<file path="src/rtl/rf_wb_arbiter_pkg.sv">
// ---------------------------------------------------------------------------
// rf_wb_arbiter_pkg
//   Shared constants for the register-file writeback arbiter.
//   WORD / REG_LOG    : CPU data width and register index width.
//   WB_NUM_SRC        : number of writeback requesters feeding the RF port.
//   wb_src_e          : fixed source slot assignment (ALU, load unit, mul/div).
// ---------------------------------------------------------------------------
package rf_wb_arbiter_pkg;

   localparam int WORD       = 32;
   localparam int REG_LOG    = 5;

   localparam int WB_NUM_SRC = 3;

   // Slot index of each writeback requester on the arbiter inputs.
   typedef enum logic [1:0] {
      WB_SRC_ALU = 2'd0,
      WB_SRC_LSU = 2'd1,
      WB_SRC_MDU = 2'd2
   } wb_src_e;

endpackage : rf_wb_arbiter_pkg

</file>
<file path="src/rtl/rf_wb_arbiter_rr_arbiter.sv">
// ---------------------------------------------------------------------------
// rr_arbiter
//   Combinational round-robin pick. Scans req cyclically starting at ptr and
//   grants the first requester found. The pointer is owned by the caller.
//   A pointer value >= N (possible only when N is not a power of two) is
//   treated as 0.
// Ports
//   req_i   in   N       request vector
//   ptr_i   in   PTR_W   highest-priority index for this cycle
//   gnt_o   out  N       one-hot grant, all zero when no request
//   gidx_o  out  PTR_W   binary index of the granted requester (0 if none)
//   any_o   out  1       at least one request present
// ---------------------------------------------------------------------------
module rr_arbiter #(
   parameter int N     = 3,
   parameter int PTR_W = 2
) (
   input  logic [N-1:0]     req_i,
   input  logic [PTR_W-1:0] ptr_i,
   output logic [N-1:0]     gnt_o,
   output logic [PTR_W-1:0] gidx_o,
   output logic             any_o
);

   // One extra bit so start + k never overflows before the wrap subtraction.
   localparam int IW = PTR_W + 1;

   logic          found;
   logic [IW-1:0] start;
   logic [IW-1:0] idx;

   always_comb begin
      found  = 1'b0;
      start  = '0;
      idx    = '0;
      gidx_o = '0;
      gnt_o  = '0;

      if ({1'b0, ptr_i} < IW'(N)) begin
         start = {1'b0, ptr_i};
      end

      for (int k = 0; k < N; k++) begin
         idx = start + IW'(k);
         if (idx >= IW'(N)) begin
            idx = idx - IW'(N);
         end
         // Compare against each constant slot instead of indexing by idx,
         // which keeps the select widths exact for any N.
         for (int j = 0; j < N; j++) begin
            if (!found && (idx == IW'(j)) && req_i[j]) begin
               found  = 1'b1;
               gidx_o = PTR_W'(j);
            end
         end
      end

      for (int j = 0; j < N; j++) begin
         gnt_o[j] = found && (gidx_o == PTR_W'(j));
      end
   end

   assign any_o = found;

endmodule : rr_arbiter

</file>
<file path="src/rtl/rf_wb_arbiter.sv">
// ---------------------------------------------------------------------------
// rf_wb_arbiter
//   Shares the single register-file write port between NUM_SRC writeback
//   sources using round-robin arbitration. A transfer happens when a source's
//   valid and ready are both high; the RF never back-pressures, so every
//   grant completes in the cycle it is issued. Transfers to r0 are granted
//   and counted but never raise rf_we.
//
//   Handshake: src_valid[i] is raised with a stable payload (src_rd/src_data
//   slice i) and held until src_ready[i] is seen high; src_ready is one-hot,
//   only ever high on a valid source, and the transfer is valid & ready on
//   the posedge.
//
//   Build option RF_WB_OUTREG_EN:
//     defined   - rf_we/rf_rd/rf_wdata registered, one cycle after transfer.
//     undefined - RF outputs combinational from the grant (RF commits on the
//                 negedge of the grant cycle).
//
// Ports
//   clk        in   1               clock, posedge
//   rst        in   1               synchronous active-high reset
//   src_valid  in   NUM_SRC         per-source request
//   src_rd     in   NUM_SRC*REG_W   per-source destination register
//   src_data   in   NUM_SRC*WORD_W  per-source write data
//   src_ready  out  NUM_SRC         one-hot grant
//   rf_we      out  1               RF write enable
//   rf_rd      out  REG_W           RF destination register
//   rf_wdata   out  WORD_W          RF write data
//   grant_cnt  out  32              accepted transfers, wraps at 2^32
// ---------------------------------------------------------------------------
module rf_wb_arbiter
   import rf_wb_arbiter_pkg::*;
#(
   parameter int NUM_SRC = WB_NUM_SRC,
   parameter int PTR_W   = 2,
   parameter int WORD_W  = WORD,
   parameter int REG_W   = REG_LOG
) (
   input  logic                      clk,
   input  logic                      rst,
   input  logic [NUM_SRC-1:0]        src_valid,
   input  logic [NUM_SRC*REG_W-1:0]  src_rd,
   input  logic [NUM_SRC*WORD_W-1:0] src_data,
   output logic [NUM_SRC-1:0]        src_ready,
   output logic                      rf_we,
   output logic [REG_W-1:0]          rf_rd,
   output logic [WORD_W-1:0]         rf_wdata,
   output logic [31:0]               grant_cnt
);

   logic [PTR_W-1:0]   ptr_q, ptr_d;
   logic [31:0]        grant_cnt_q, grant_cnt_d;

   logic [NUM_SRC-1:0] req;
   logic [NUM_SRC-1:0] gnt;
   logic [PTR_W-1:0]   gidx;
   logic               xfer;

   logic [REG_W-1:0]   sel_rd;
   logic [WORD_W-1:0]  sel_data;
   logic               we_c;
   logic [REG_W-1:0]   rd_c;
   logic [WORD_W-1:0]  wdata_c;

   // Masking the requests during reset removes any grant, so no transfer
   // can happen in a reset cycle even with requests pending.
   assign req = rst ? '0 : src_valid;

   rr_arbiter #(
      .N     (NUM_SRC),
      .PTR_W (PTR_W)
   ) u_rr (
      .req_i  (req),
      .ptr_i  (ptr_q),
      .gnt_o  (gnt),
      .gidx_o (gidx),
      .any_o  (xfer)
   );

   assign src_ready = gnt;

   // Payload mux of the granted source.
   always_comb begin
      sel_rd   = '0;
      sel_data = '0;
      for (int j = 0; j < NUM_SRC; j++) begin
         if (gidx == PTR_W'(j)) begin
            sel_rd   = src_rd[j*REG_W +: REG_W];
            sel_data = src_data[j*WORD_W +: WORD_W];
         end
      end
   end

   // r0 writes are consumed here; the RF sees nothing.
   always_comb begin
      we_c    = xfer && (sel_rd != '0);
      rd_c    = we_c ? sel_rd   : '0;
      wdata_c = we_c ? sel_data : '0;
   end

   // Pointer moves to the slot after the winner, wrapping at NUM_SRC-1.
   always_comb begin
      ptr_d       = ptr_q;
      grant_cnt_d = grant_cnt_q;
      if (xfer) begin
         ptr_d       = (gidx == PTR_W'(NUM_SRC-1)) ? '0 : gidx + PTR_W'(1);
         grant_cnt_d = grant_cnt_q + 32'd1;
      end
   end

   always_ff @(posedge clk) begin
      if (rst) begin
         ptr_q       <= '0;
         grant_cnt_q <= '0;
      end else begin
         ptr_q       <= ptr_d;
         grant_cnt_q <= grant_cnt_d;
      end
   end

   assign grant_cnt = grant_cnt_q;

`ifdef RF_WB_OUTREG_EN
   logic               rf_we_q;
   logic [REG_W-1:0]   rf_rd_q;
   logic [WORD_W-1:0]  rf_wdata_q;

   always_ff @(posedge clk) begin
      if (rst) begin
         rf_we_q    <= 1'b0;
         rf_rd_q    <= '0;
         rf_wdata_q <= '0;
      end else begin
         rf_we_q    <= we_c;
         rf_rd_q    <= rd_c;
         rf_wdata_q <= wdata_c;
      end
   end

   assign rf_we    = rf_we_q;
   assign rf_rd    = rf_rd_q;
   assign rf_wdata = rf_wdata_q;
`else
   assign rf_we    = we_c;
   assign rf_rd    = rd_c;
   assign rf_wdata = wdata_c;
`endif

endmodule : rf_wb_arbiter

</file>
<file path="config.mk">
export PLATFORM = sky130hd
export DESIGN_NAME = rf_wb_arbiter
export DESIGN_NICKNAME = d
export VERILOG_FILES = /design/src/rtl/rf_wb_arbiter_pkg.sv /design/src/rtl/rf_wb_arbiter_rr_arbiter.sv /design/src/rtl/rf_wb_arbiter.sv
export SDC_FILE = /design/constraint.sdc
export NUM_CORES = 1
export LEC_CHECK = 0
export BUFFER_PORTS_ARGS = -buffer_cell sky130_fd_sc_hd__buf_4
export CAP_MARGIN = 15
export CORE_UTILIZATION = 40
export CTS_CLUSTER_SIZE = 28
export DETAILED_ROUTE_END_ITERATION = 7
export GPL_TIMING_DRIVEN = 0
export PLACE_DENSITY = 0.79
export SKIP_CTS_REPAIR_TIMING = 1
export SYNTH_ARGS = -nofsm -noshare
export SYNTH_HDL_FRONTEND = slang
export SYNTH_SLANG_ARGS = --single-unit
</file>
<file path="constraint.sdc">
create_clock -name clk -period 3.55 [get_ports clk]
set_input_delay 0.355 -clock clk [delete_from_list [all_inputs] [get_ports clk]]
set_output_delay 0.355 -clock clk [all_outputs]
set_load 0.03 [all_outputs]
</file>
**Yosys cells after proc, flatten, opt, wreduce, memory -nomap -nowiden**

Index checks and enable logic that the tools add are counted.

- Register bits: 34
- Word-level logic and storage cells: 86
- Bits of input ports: 116

- Multiplexer cells: 31
- Add/subtract/negate cells: 7
- Equality and inequality tests: 8
- Order comparisons: 4
- Reduce and logical (&&, ||, !) cells: 34

Operators by type and width:

| kind | count |
|---|---|
| $mux W32 | 4 |
| $add A32 B1 Y32 const B | 1 |
| $logic_and A1 B1 Y1 | 21 |
| $mux W5 | 4 |
| $mux W2 | 9 |
| $mux W3 | 4 |
| $mux W1 | 10 |
| $eq A3 B1 Y1 const B | 3 |
| $eq A3 B2 Y1 const B | 3 |
| $logic_not A3 Y1 | 3 |
| $logic_not A1 Y1 | 8 |
| $ge A3 B2 Y1 const B | 2 |
| $sub A3 B2 Y3 const B | 2 |
| $reduce_bool A5 Y1 | 1 |
| $add A3 B1 Y3 const B | 1 |
| $add A3 B2 Y3 const B | 1 |
| $sub A2 B2 Y3 const B | 1 |
| $add A2 B1 Y2 const B | 1 |
| $eq A2 B1 Y1 const B | 1 |
| $eq A2 B2 Y1 const B | 1 |
| $ge A2 B2 Y1 const B | 1 |
| $logic_not A2 Y1 | 1 |
| $lt A2 B2 Y1 const B | 1 |

**Longest topological paths before layout**

Gate-level depths: netlist of the first run.

- Depth after elaboration: 46
- Mapped depth: 9
- Depth with buffers taken out: 7

**By module**

Synthesis of the first run repeated with hierarchy kept, for this count alone.

- Cells, all modules: 373
- Area total of the unflattened synthesis: 2791.4 µm²

Modules (own cells, without submodules):

| module | sequential area each (µm²) | cells an instance | times used | area each (µm²) |
|---|---|---|---|---|
| rf_wb_arbiter | 680.7 | 354 | 1 | 2652.5 |
| rr_arbiter | 0.0 | 19 | 1 | 138.9 |

**Least setup slack after synthesis of the first run**

OpenSTA, ideal clock, no wires.

- Path type: reg-to-output
- From: register ptr_q[0]
- To: output port rf_wdata[10]
- Path slack: 0.427 ns
- Buffers on the path: 1
- Required time: 3.195 ns
- Cell stages (with the launch flop): 9
- Arrival time: 2.768 ns
- Cell sequence: dfxtp_1 inv_1 ha_1 o21ai_1 a21oi_2 nor2_1 a221oi_1 clkbuf_1 a31oi_1

- Word-level cells in the longest chain between the ends: 46

RTL lines:

| item | RTL line | source |
|---|---|---|
| start, declared | rf_wb_arbiter.sv:51 | `logic [PTR_W-1:0] ptr_q, ptr_d;` |
| start signal, assigned | rf_wb_arbiter.sv:116 | `ptr_q <= ptr_d;` |
| $lt A2 B2 Y1 | rf_wb_arbiter_rr_arbiter.sv:39 | `if ({1'b0, ptr_i} < IW'(N)) begin` |
| $mux W2 * | rf_wb_arbiter_rr_arbiter.sv:39 |  |
| $sub A2 B2 Y3 or $ge A2 B2 Y1 (tied branches) | rf_wb_arbiter_rr_arbiter.sv:46, rf_wb_arbiter_rr_arbiter.sv:45 |  |
| $mux W3 | rf_wb_arbiter_rr_arbiter.sv:45 | `if (idx >= IW'(N)) begin` |
| $logic_not A3 Y1 | rf_wb_arbiter_rr_arbiter.sv:51 | `if (!found && (idx == IW'(j)) && req_i[j]) begin` |
| $logic_and A1 B1 Y1 | rf_wb_arbiter_rr_arbiter.sv:51 |  |
| $mux W1 | rf_wb_arbiter_rr_arbiter.sv:51 |  |
| $logic_not A1 Y1 | rf_wb_arbiter_rr_arbiter.sv:51 |  |
| (+27 left out) | - |  |
| $logic_not A1 Y1 | rf_wb_arbiter_rr_arbiter.sv:51 |  |
| $logic_and A1 B1 Y1 (2 in series) | rf_wb_arbiter_rr_arbiter.sv:51 |  |
| $mux W2 | rf_wb_arbiter_rr_arbiter.sv:51 |  |
| $logic_not A2 Y1 | rf_wb_arbiter.sv:87 | `if (gidx == PTR_W'(j)) begin` |
| $mux W5 (3 in series) | rf_wb_arbiter.sv:87 |  |
| $reduce_bool A5 Y1 | rf_wb_arbiter.sv:96 | `we_c = xfer && (sel_rd != '0);` |
| $logic_and A1 B1 Y1 | rf_wb_arbiter.sv:96 |  |
| $mux W32 * | rf_wb_arbiter.sv:98 | `wdata_c = we_c ? sel_data : '0;` |
| end, declared | rf_wb_arbiter.sv:47 | `output logic [WORD_W-1:0] rf_wdata,` |

Mark *: on every way between the ends. The rest lies on a longest branch, timed or not.

**Final worst setup path of the first run**

- From: register ptr_q[0]
- To: output port rf_wdata[14]

The elaborated chain is that of the path after synthesis.

==> results of run 1 <==
[layout by cell type (no fill, tap or decap), types with 4 or more instances in the layout]
cell type  synthesis  layout
ha_1               4       4
nor2b_1            4       4
o21ai_0           34      34
clkbuf_2           0       5
a31oi_1           34      34
nand3_1            7       7
a32o_1            33      33
buf_1              6       6
dfxtp_1           34      34
nand2_1           11      11
a211oi_1          35      34
nor4_1            10      10
nor2_1            36      36
xor2_1             4       4
or2_2              4       4
nand4_1            7       7
nor3_1            13      13
a21oi_1           10      10
and2_1             4       4
xnor2_1           21      21
clkbuf_8           0       6
buf_4              0     190
clkbuf_1          34      30
inv_1             46      46
[cells by family after synthesis]
kind of cell,share of synthesized area (%)
fa+ha+maj,1.60
flops,21.7
mux,0.679
xor+xnor,6.99
simple gates,18.7
buf+inv,11.8
compound gates,38.5
[state kept, by name, summed over array words and instances (netlist names)]
signal and flops:
ptr_q 2, grant_cnt 32
[critical path: cells and delay by family (launching register included)]
kind                       cells  cell delay (ps)
AOI/OAI and AO/OA              5             1050
adders and majority gates      1              350
buffers and inverters          4              950
DFF                            1              360
[per-layer routing]
metal,vias up,wire length (um),GRT usage [%]
met2,192,5890,48.0
li1,2030,-,-
met3,23,843,4.55
met4,0,272,7.12
met5,-,0,0
met1,1971,5300,36.3
[report_power, final]
part	switching [mW]	leakage, nW	internal (mW)
logic	0.398	1.72	0.272
clock network	0.152	0.0472	0.156
registers	0.00873	0.275	0.389
total	0.559	2.04	0.818
[synth_stat cells (all sizes together), types with 2 or more instances]
library cell	instances	area, um^2
o41ai	2	25.0
nand2	11	41.3
a221oi	2	17.5
and2	4	25.0
or3	3	18.8
ha	4	50.1
clkbuf	34	128
dfxtp	34	681
nor4	10	62.6
a22oi	2	15.0
a211oi	35	263
a21oi	11	58.8
a31oi	34	213
xnor2	21	184
a32o	33	330
nand3	7	35.0
nor2b	4	25.0
nand3b	3	22.5
buf	11	66.3
o31ai	2	15.0
o21ba	2	20.0
nor3	13	65.1
o21ai	35	175
or4	3	22.5
and4	2	17.5
inv	47	176
nor4b	3	26.3
nor2	36	135
or2	4	25.0
nand4	7	43.8
xor2	4	35.0
[worst paths after layout]
path | startpoint | endpoint | cells after the start
setup reg to reg | ptr_q[0]$_SDFFE_PP0P_ | grant_cnt[16]$_SDFFE_PP0P_ | 8
hold reg to reg | ptr_q[0]$_SDFFE_PP0P_ | ptr_q[0]$_SDFFE_PP0P_ | 2
setup / recovery | ptr_q[0]$_SDFFE_PP0P_ | rf_wdata[14] | 10
hold / removal | ptr_q[0]$_SDFFE_PP0P_ | ptr_q[0]$_SDFFE_PP0P_ | 2
[through the flow]
| step | setup TNS [ps] | hold WS [ps] | instances | cell area (um^2) |
|---|---|---|---|---|
| finish | 0 | 487 | 733 | 4820 |
| global route | 0 | 512 | 733 | 4820 |
| CTS | -9140 | 487 | 730 | 4760 |
| detailed placement | 0 | 477 | 722 | 4670 |
| global placement | 0 | 467 | 722 | 4670 |
| floorplan | 0 | 454 | 435 | 3130 |
[cell type report]
type                       instances  area (um^2)  share of cell area, %
inverter                          47          176                   3.66
clock buffer                       6         82.6                   1.71
clock inverter                     2         12.5                  0.260
timing repair buffer             191         1430                   29.7
tap                               99          124                   2.57
multi-input combinational        309         2110                   43.8
sequential                        34          681                   14.1
buffer                            45          199                   4.13
==> flow_metrics.py, run 1 <==
metrics = {
    "run_status": {
        "outcome": "finished clean",
    },
    "cells_and_area": {
        "drive_above_1_share_pct": 34.7,
        "diodes": 0,
        "fin_util_pct": 65.0,
        "fillers": 661,
        "area_growth_pct": 53.8,
        "nets": 753,
    },
    "sta": {
        "timing.fmax_mhz": 297,
        "period_share_pct": 94.8,
        "tightest_slew_ps": 783,
        "worst_clock_skew_ps": 4.52,
        "rsz0062_at_grt": "no",
        "period_needed_ps": 3370,
        "relSlewSlack_pct": 47.3,
        "setup_violations": 0,
        "hold_viol_final": 0,
        "slew_violations": 0,
        "setup_slack_ps": 183,
    },
    "yosys": {
        "ys_seq_elements": 34,
        "synth_seq_area_share_pct": 21.7,
        "synth.avg_cell_area_um2": 7.20,
        "synth_cell_types": 50,
        "yosys_most_used_dff": "dfxtp_1",
        "async_flop_share_pct": 0,
        "synth_warnings": 0,
        "synth_edf_count": 0,
        "synth_fp_nets": 555,
        "syn_inst": 435,
        "synth_area_um2": 3130,
    },
    "cts": {
        "cts_num_sinks": 34,
        "clk_latency_ps": 290,
        "cts_tree": "done",
        "htree_levels": 2,
        "cts_inserted_buffers": 5,
        "cts_root_buf": "clkbuf_8",
        "path_clk_slew_ps": 70,
        "max-clock-path-buffers": 2,
    },
    "detailed_routing": {
        "drtAntennaViolNets": 0,
        "via_per_inst": 5.75,
        "drtIter0Drc": 183,
        "drcViolationCount": 0,
        "wirelength_mm": 12.3,
        "vias": 4216,
        "firstDrtPassIters": 5,
        "wl_per_cell_um": 16.8,
    },
    "worst_setup_path": {
        "crit_path_max_fanout": 10,
        "reg2reg_setup_slack_ps": 840,
        "worstPathArrival_ps": 3010,
        "crit_path_cell_trace": "inv_1 > ha_1 > o21ai_1 > a21o_1 > clkbuf_2 > buf_1 > a32o_1 > o21ai_0 > a31oi_1 > buf_4",
        "worstSetupPathType": "reg2out",
        "crit_path_end_kind": "output pin",
        "cpMaxStageDelayCell": "buf_1",
        "required_ps": 3190,
        "cp_slowest_stage_delay_ps": 400,
        "cp-start-kind": "flop",
    },
    "grt": {
        "grt_max_degree": 12,
        "grt.overflow.total": 0,
        "grt_pass1_vias": 3858,
        "grt_antenna_before_repair": 0,
        "grt_pass1_wl_mm": 19.2,
        "grt.total_usage_pct": 28.0,
    },
    "pwr": {
        "p_total_mw": 1.38,
        "max-vdd-ir-drop_v": 0.000256,
        "cellLeakagePower_nw": 2.04,
        "p_per_area_nw_per_um2": 286,
    },
    "floorplan": {
        "fp-row-count": 31,
        "die_y_um": 90.5,
        "start_util_pct": 42.3,
        "ioPinCount": 189,
        "fp.dieW_um": 90.5,
        "design.die.area_um2": 8190,
        "core_um2": 7410,
    },
    "placed_design": {
        "place_congestion": 0.907,
        "port_buffers": 188,
        "dpl_worst_slack_ps": 12.1,
        "hpwl_mm": 9.56,
    },
    "worst_hold_path": {
        "min_path_type": "reg2reg",
    },
    "run": {
        "drv_cap": 0,
    },
}
(Power assumes the default switching activity.)
==> run 2: changes to the inputs <==
- PLACE_DENSITY: 0.79 -> 0.74
==> flow_metrics.py, run 2 (synthesis results as in run 1) <==
metrics = {
    "worst_setup_path": {
        "startpoint": "ptr_q[0]$_SDFFE_PP0P_",
        "path_depth": 9,
        "cpMaxStageDelayCell": "a221oi_2",
        "crit_path_max_fanout": 10,
        "endpoint": "rf_wdata[25]",
        "crit_path_cell_trace": "inv_1 > ha_1 > o21ai_1 > a21o_1 > a211oi_1 > a221oi_2 > clkbuf_1 > a31oi_1 > buf_4",
        "rr_worst_depth": 8,
        "reg2reg_setup_slack_ps": 810,
        "worstSetupPathType": "reg2out",
        "required_ps": 3190,
        "crit-reg2reg-launch": "ptr_q[0]$_SDFFE_PP0P_",
        "cp_slowest_stage_delay_ps": 460,
        "cp-start-kind": "flop",
        "worstPathArrival_ps": 3000,
        "reg2reg_to": "grant_cnt[18]$_SDFFE_PP0P_",
        "cp_num_buf_inv": 3,
        "crit_path_end_kind": "output pin",
        "crit_family": "compound AO/OA/AOI/OAI gates",
    },
    "pwr": {
        "max-vdd-ir-drop_v": 0.000243,
        "cellLeakagePower_nw": 2.05,
        "p_per_area_nw_per_um2": 284,
        "p_total_mw": 1.37,
    },
    "detailed_routing": {
        "drcViolationCount": 0,
        "drtIter0Drc": 234,
        "wl_per_cell_um": 16.9,
        "vias": 4244,
        "firstDrtPassIters": 5,
        "drtAntennaViolNets": 0,
        "via_per_inst": 5.81,
        "wirelength_mm": 12.3,
    },
    "cts": {
        "htree_levels": 2,
        "cts_num_sinks": 34,
        "cts_tree": "done",
        "cts_inserted_buffers": 5,
        "clk_latency_ps": 290,
        "max-clock-path-buffers": 2,
        "cts_root_buf": "clkbuf_8",
        "path_clk_slew_ps": 70,
    },
    "grt": {
        "grt_util_met3_pct": 6.57,
        "grt.busiest_layer": "met2",
        "met1_usage_pct": 34.8,
        "grt_pass1_vias": 3747,
        "use_met2_pct": 48.7,
        "grt_pass1_wl_mm": 19.0,
        "grt_max_degree": 12,
        "grt.total_usage_pct": 28.4,
        "grt_antenna_before_repair": 0,
        "grt.overflow.total": 0,
    },
    "cells_and_area": {
        "fillers": 711,
        "fin_util_pct": 64.8,
        "multiInputGateArea_um2": 2100,
        "nets": 751,
        "area_growth_pct": 53.3,
        "layout.cells.most_common": "buf_4",
        "largest_reg_flops": 32,
        "stdcell_count": 731,
        "diodes": 0,
        "drive_above_1_share_pct": 35.0,
        "seq_area_um2": 681,
        "layout_common_cells": "buf_4 (189), inv_1 (46), a211oi_1 (35), nor2_1 (35)",
    },
    "sta": {
        "rsz0062_at_grt": "yes",
        "hold_viol_final": 0,
        "tightest_slew_ps": 810,
        "setup_violations": 0,
        "relSlewSlack_pct": 45.4,
        "worst_clock_skew_ps": 7.83,
        "period_needed_ps": 3360,
        "timing.fmax_mhz": 298,
        "slew_violations": 0,
        "hold_ws_ps": 491,
        "period_share_pct": 94.6,
    },
    "floorplan": {
        "start_util_pct": 42.3,
        "ioPinCount": 189,
        "design.die.area_um2": 8190,
        "die_y_um": 90.5,
        "fp-row-count": 31,
        "fp.dieW_um": 90.5,
        "core_um2": 7410,
    },
    "worst_hold_path": {
        "min_path_type": "reg2reg",
    },
    "placed_design": {
        "place_congestion": 0.908,
        "placedCellCount": 722,
        "hpwl_mm": 9.76,
        "port_buffers": 188,
    },
    "run_status": {
        "outcome": "finished clean",
    },
    "run": {
        "drv_cap": 0,
    },
}
==> run 2: layout make-up <==
| cell class | count | area share [%] |
|---|---|---|
| Multi-Input combinational cell | 309 | 43.8 |
| Tap cell | 99 | 2.58 |
| Inverter | 47 | 3.67 |
| Buffer | 45 | 4.22 |
| Timing Repair Buffer | 189 | 29.5 |
| Clock buffer | 6 | 1.72 |
| Clock inverter | 2 | 0.261 |
| Sequential cell | 34 | 14.2 |
==> run 2: worst min-delay path by stage <==
| stage | endpoint | depth (start not counted) | from |
|---|---|---|---|
| finish | ptr_q[0]$_SDFFE_PP0P_ | 2 | ptr_q[0]$_SDFFE_PP0P_ |
| global route | ptr_q[0]$_SDFFE_PP0P_ | 2 | ptr_q[0]$_SDFFE_PP0P_ |
| CTS | ptr_q[0]$_SDFFE_PP0P_ | 2 | ptr_q[0]$_SDFFE_PP0P_ |
| detailed placement | ptr_q[0]$_SDFFE_PP0P_ | 2 | ptr_q[0]$_SDFFE_PP0P_ |
| global placement | ptr_q[0]$_SDFFE_PP0P_ | 2 | ptr_q[0]$_SDFFE_PP0P_ |
| floorplan | ptr_q[0]$_SDFFE_PP0P_ | 2 | ptr_q[0]$_SDFFE_PP0P_ |
==> run 2: tightest hold or removal path: stages (launching register included) <==
cell and delay [ps]:
dfxtp_1 330, nand2_1 60, a21oi_1 60
==> run 2: layer usage <==
metal / share of wire (%) / wire (um)
met1: 41 / 5030
met2: 49 / 6080
met3: 7.5 / 925
met4: 2.4 / 290
met5: 0 / 0
==> run 2: report_power, final <==
| group | switching, mW | internal [mW] |
|---|---|---|
| logic | 0.394 | 0.271 |
| registers | 0.00822 | 0.389 |
| clock network | 0.148 | 0.156 |
| total | 0.550 | 0.816 |
==> run 2: through the flow <==
step                      setup slack (ps)  cell area, um^2  TNS, ps
final                                  190             4800        0
after global routing                 -6.89             4800    -24.5
after CTS                             -267             4760    -7880
after detailed placement              38.4             4670        0
after global placement                66.6             4670        0
after floorplan                        427             3130        0
==> run 3: changes to the inputs <==
==> constraint.sdc (replaced) <==
create_clock -name clk -period 3.55 [get_ports clk]
set_input_delay 0 -clock clk [delete_from_list [all_inputs] [get_ports clk]]
set_output_delay 0 -clock clk [all_outputs]
set_load 0.03 [all_outputs]
==> flow_metrics.py, run 3 (synthesis results as in run 1) <==
metrics = {
    "sta": {
        "rsz0062_at_grt": "no",
        "period_needed_ps": 3300,
        "slew_violations": 0,
        "hold_viol_final": 0,
        "worst_clock_skew_ps": 8.17,
        "setup_violations": 0,
        "timing.fmax_mhz": 303,
        "setup_slack_ps": 248,
        "period_share_pct": 93.0,
        "hold_ws_ps": 180,
        "tns_ps": 0,
        "relSlewSlack_pct": 35.8,
        "tightest_slew_ps": 963,
    },
    "run": {
        "drv_cap": 0,
    },
    "pwr": {
        "pwr-share-clk_pct": 22.4,
        "pwr-share-comb_pct": 48.3,
        "max-vdd-ir-drop_v": 0.000247,
        "p_per_area_nw_per_um2": 285,
        "swShare_pct": 40.4,
        "pwr-share-seq_pct": 29.2,
        "p_int_mw": 0.811,
        "cellLeakagePower_nw": 2.01,
        "p_sw_mw": 0.550,
    },
    "worst_setup_path": {
        "crit_path_max_fanout": 10,
        "worstPathArrival_ps": 3300,
        "required_ps": 3550,
        "reg2reg_setup_slack_ps": 800,
        "cp-start-kind": "flop",
        "crit_path_end_kind": "output pin",
        "worstSetupPathType": "reg2out",
    },
    "cells_and_area": {
        "fin_util_pct": 64.5,
        "layout.cells.most_common": "buf_4",
        "largest_reg_flops": 32,
        "diodes": 0,
        "area_growth_pct": 52.5,
        "nets": 751,
        "drive_above_1_share_pct": 33.5,
        "fillers": 712,
        "final_area_um2": 4780,
        "layout_common_cells": "buf_4 (189), inv_1 (46), nor2_1 (36)",
    },
    "grt": {
        "grt_pass1_wl_mm": 19.0,
        "grt_max_degree": 12,
        "grt.total_usage_pct": 28.4,
        "grt_antenna_before_repair": 0,
        "grt_pass1_vias": 3747,
        "grt.overflow.total": 0,
    },
    "placed_design": {
        "hpwl_mm": 9.76,
        "place_area_um2": 4670,
        "port_buffers": 188,
        "dpl_worst_slack_ps": 393,
        "place_congestion": 0.908,
    },
    "floorplan": {
        "design.die.area_um2": 8190,
        "start_util_pct": 42.3,
        "core_um2": 7410,
        "fp-row-count": 31,
        "die_y_um": 90.5,
        "fp.dieW_um": 90.5,
        "ioPinCount": 189,
    },
    "detailed_routing": {
        "drtAntennaViolNets": 0,
        "drcViolationCount": 0,
        "drtIter0Drc": 207,
        "via_per_inst": 5.80,
        "wl_per_cell_um": 16.9,
        "wirelength_mm": 12.4,
        "vias": 4243,
        "firstDrtPassIters": 5,
    },
    "cts": {
        "path_clk_slew_ps": 70,
        "cts_tree": "done",
        "clk_latency_ps": 290,
        "cts_root_buf": "clkbuf_8",
        "htree_levels": 2,
        "max-clock-path-buffers": 2,
        "cts_num_sinks": 34,
        "cts_inserted_buffers": 5,
    },
    "worst_hold_path": {
        "min_path_type": "in2reg",
    },
    "run_status": {
        "outcome": "finished clean",
    },
}
run 3: per-layer routing:
| metal | vias to the layer above | global-route usage [%] | share of wire [%] |
|---|---|---|---|
| met1 | 1986 | 34.8 | 41 |
| met3 | 28 | 6.57 | 7.2 |
| li1 | 2034 | - | - |
| met2 | 195 | 48.7 | 49 |
| met4 | 0 | 9.14 | 2.6 |
| met5 | - | 0 | 0 |
run 3: final timing paths:
path | startpoint | endpoint | cells past startpoint
setup / recovery | ptr_q[0]$_SDFFE_PP0P_ | rf_wdata[12] | 9
hold / removal | src_valid[2] | ptr_q[0]$_SDFFE_PP0P_ | 4
setup reg to reg | ptr_q[0]$_SDFFE_PP0P_ | grant_cnt[13]$_SDFFE_PP0P_ | 9
hold reg to reg | ptr_q[0]$_SDFFE_PP0P_ | ptr_q[0]$_SDFFE_PP0P_ | 2
run 3: cell type report:
cell class / instances / area, um^2 / share of cell area [%]
clock buffers: 6 / 82.6 / 1.73
flip-flops and latches: 34 / 681 / 14.3
repair buffers: 189 / 1420 / 29.7
multi-input cells: 309 / 2090 / 43.7
inverters: 47 / 176 / 3.69
plain buffers: 45 / 194 / 4.06
clock inverters: 2 / 12.5 / 0.262
well taps: 99 / 124 / 2.59
run 3: metrics by stage:
step	total power [mW]	std cells
floorplan	0.787	435
global placement	1.05	722
detailed placement	1.05	722
CTS	1.36	730
global route	1.43	731
finish	1.36	731
run 3: critical path, cell delays in order, from the launching register on:
cell and delay [ps]:
dfxtp_1 360, inv_1 70, ha_1 350, o21ai_1 270
a21o_1 270, a211oi_1 110, a221oi_1 770, clkbuf_1 430
a31oi_1 170, buf_4 200
run 3: power by group through the flow:
| stage | sequential, mW | clock [mW] | combinational [mW] |
|---|---|---|---|
| 5_1_grt | 0.399 | 0.328 | 0.705 |
| 6_report | 0.398 | 0.306 | 0.658 |
| 4_1_cts | 0.398 | 0.313 | 0.650 |
| 3_3_place_gp | 0.406 | 0 | 0.640 |
| 2_1_floorplan | 0.418 | 0 | 0.369 |
| 3_5_place_dp | 0.407 | 0 | 0.647 |
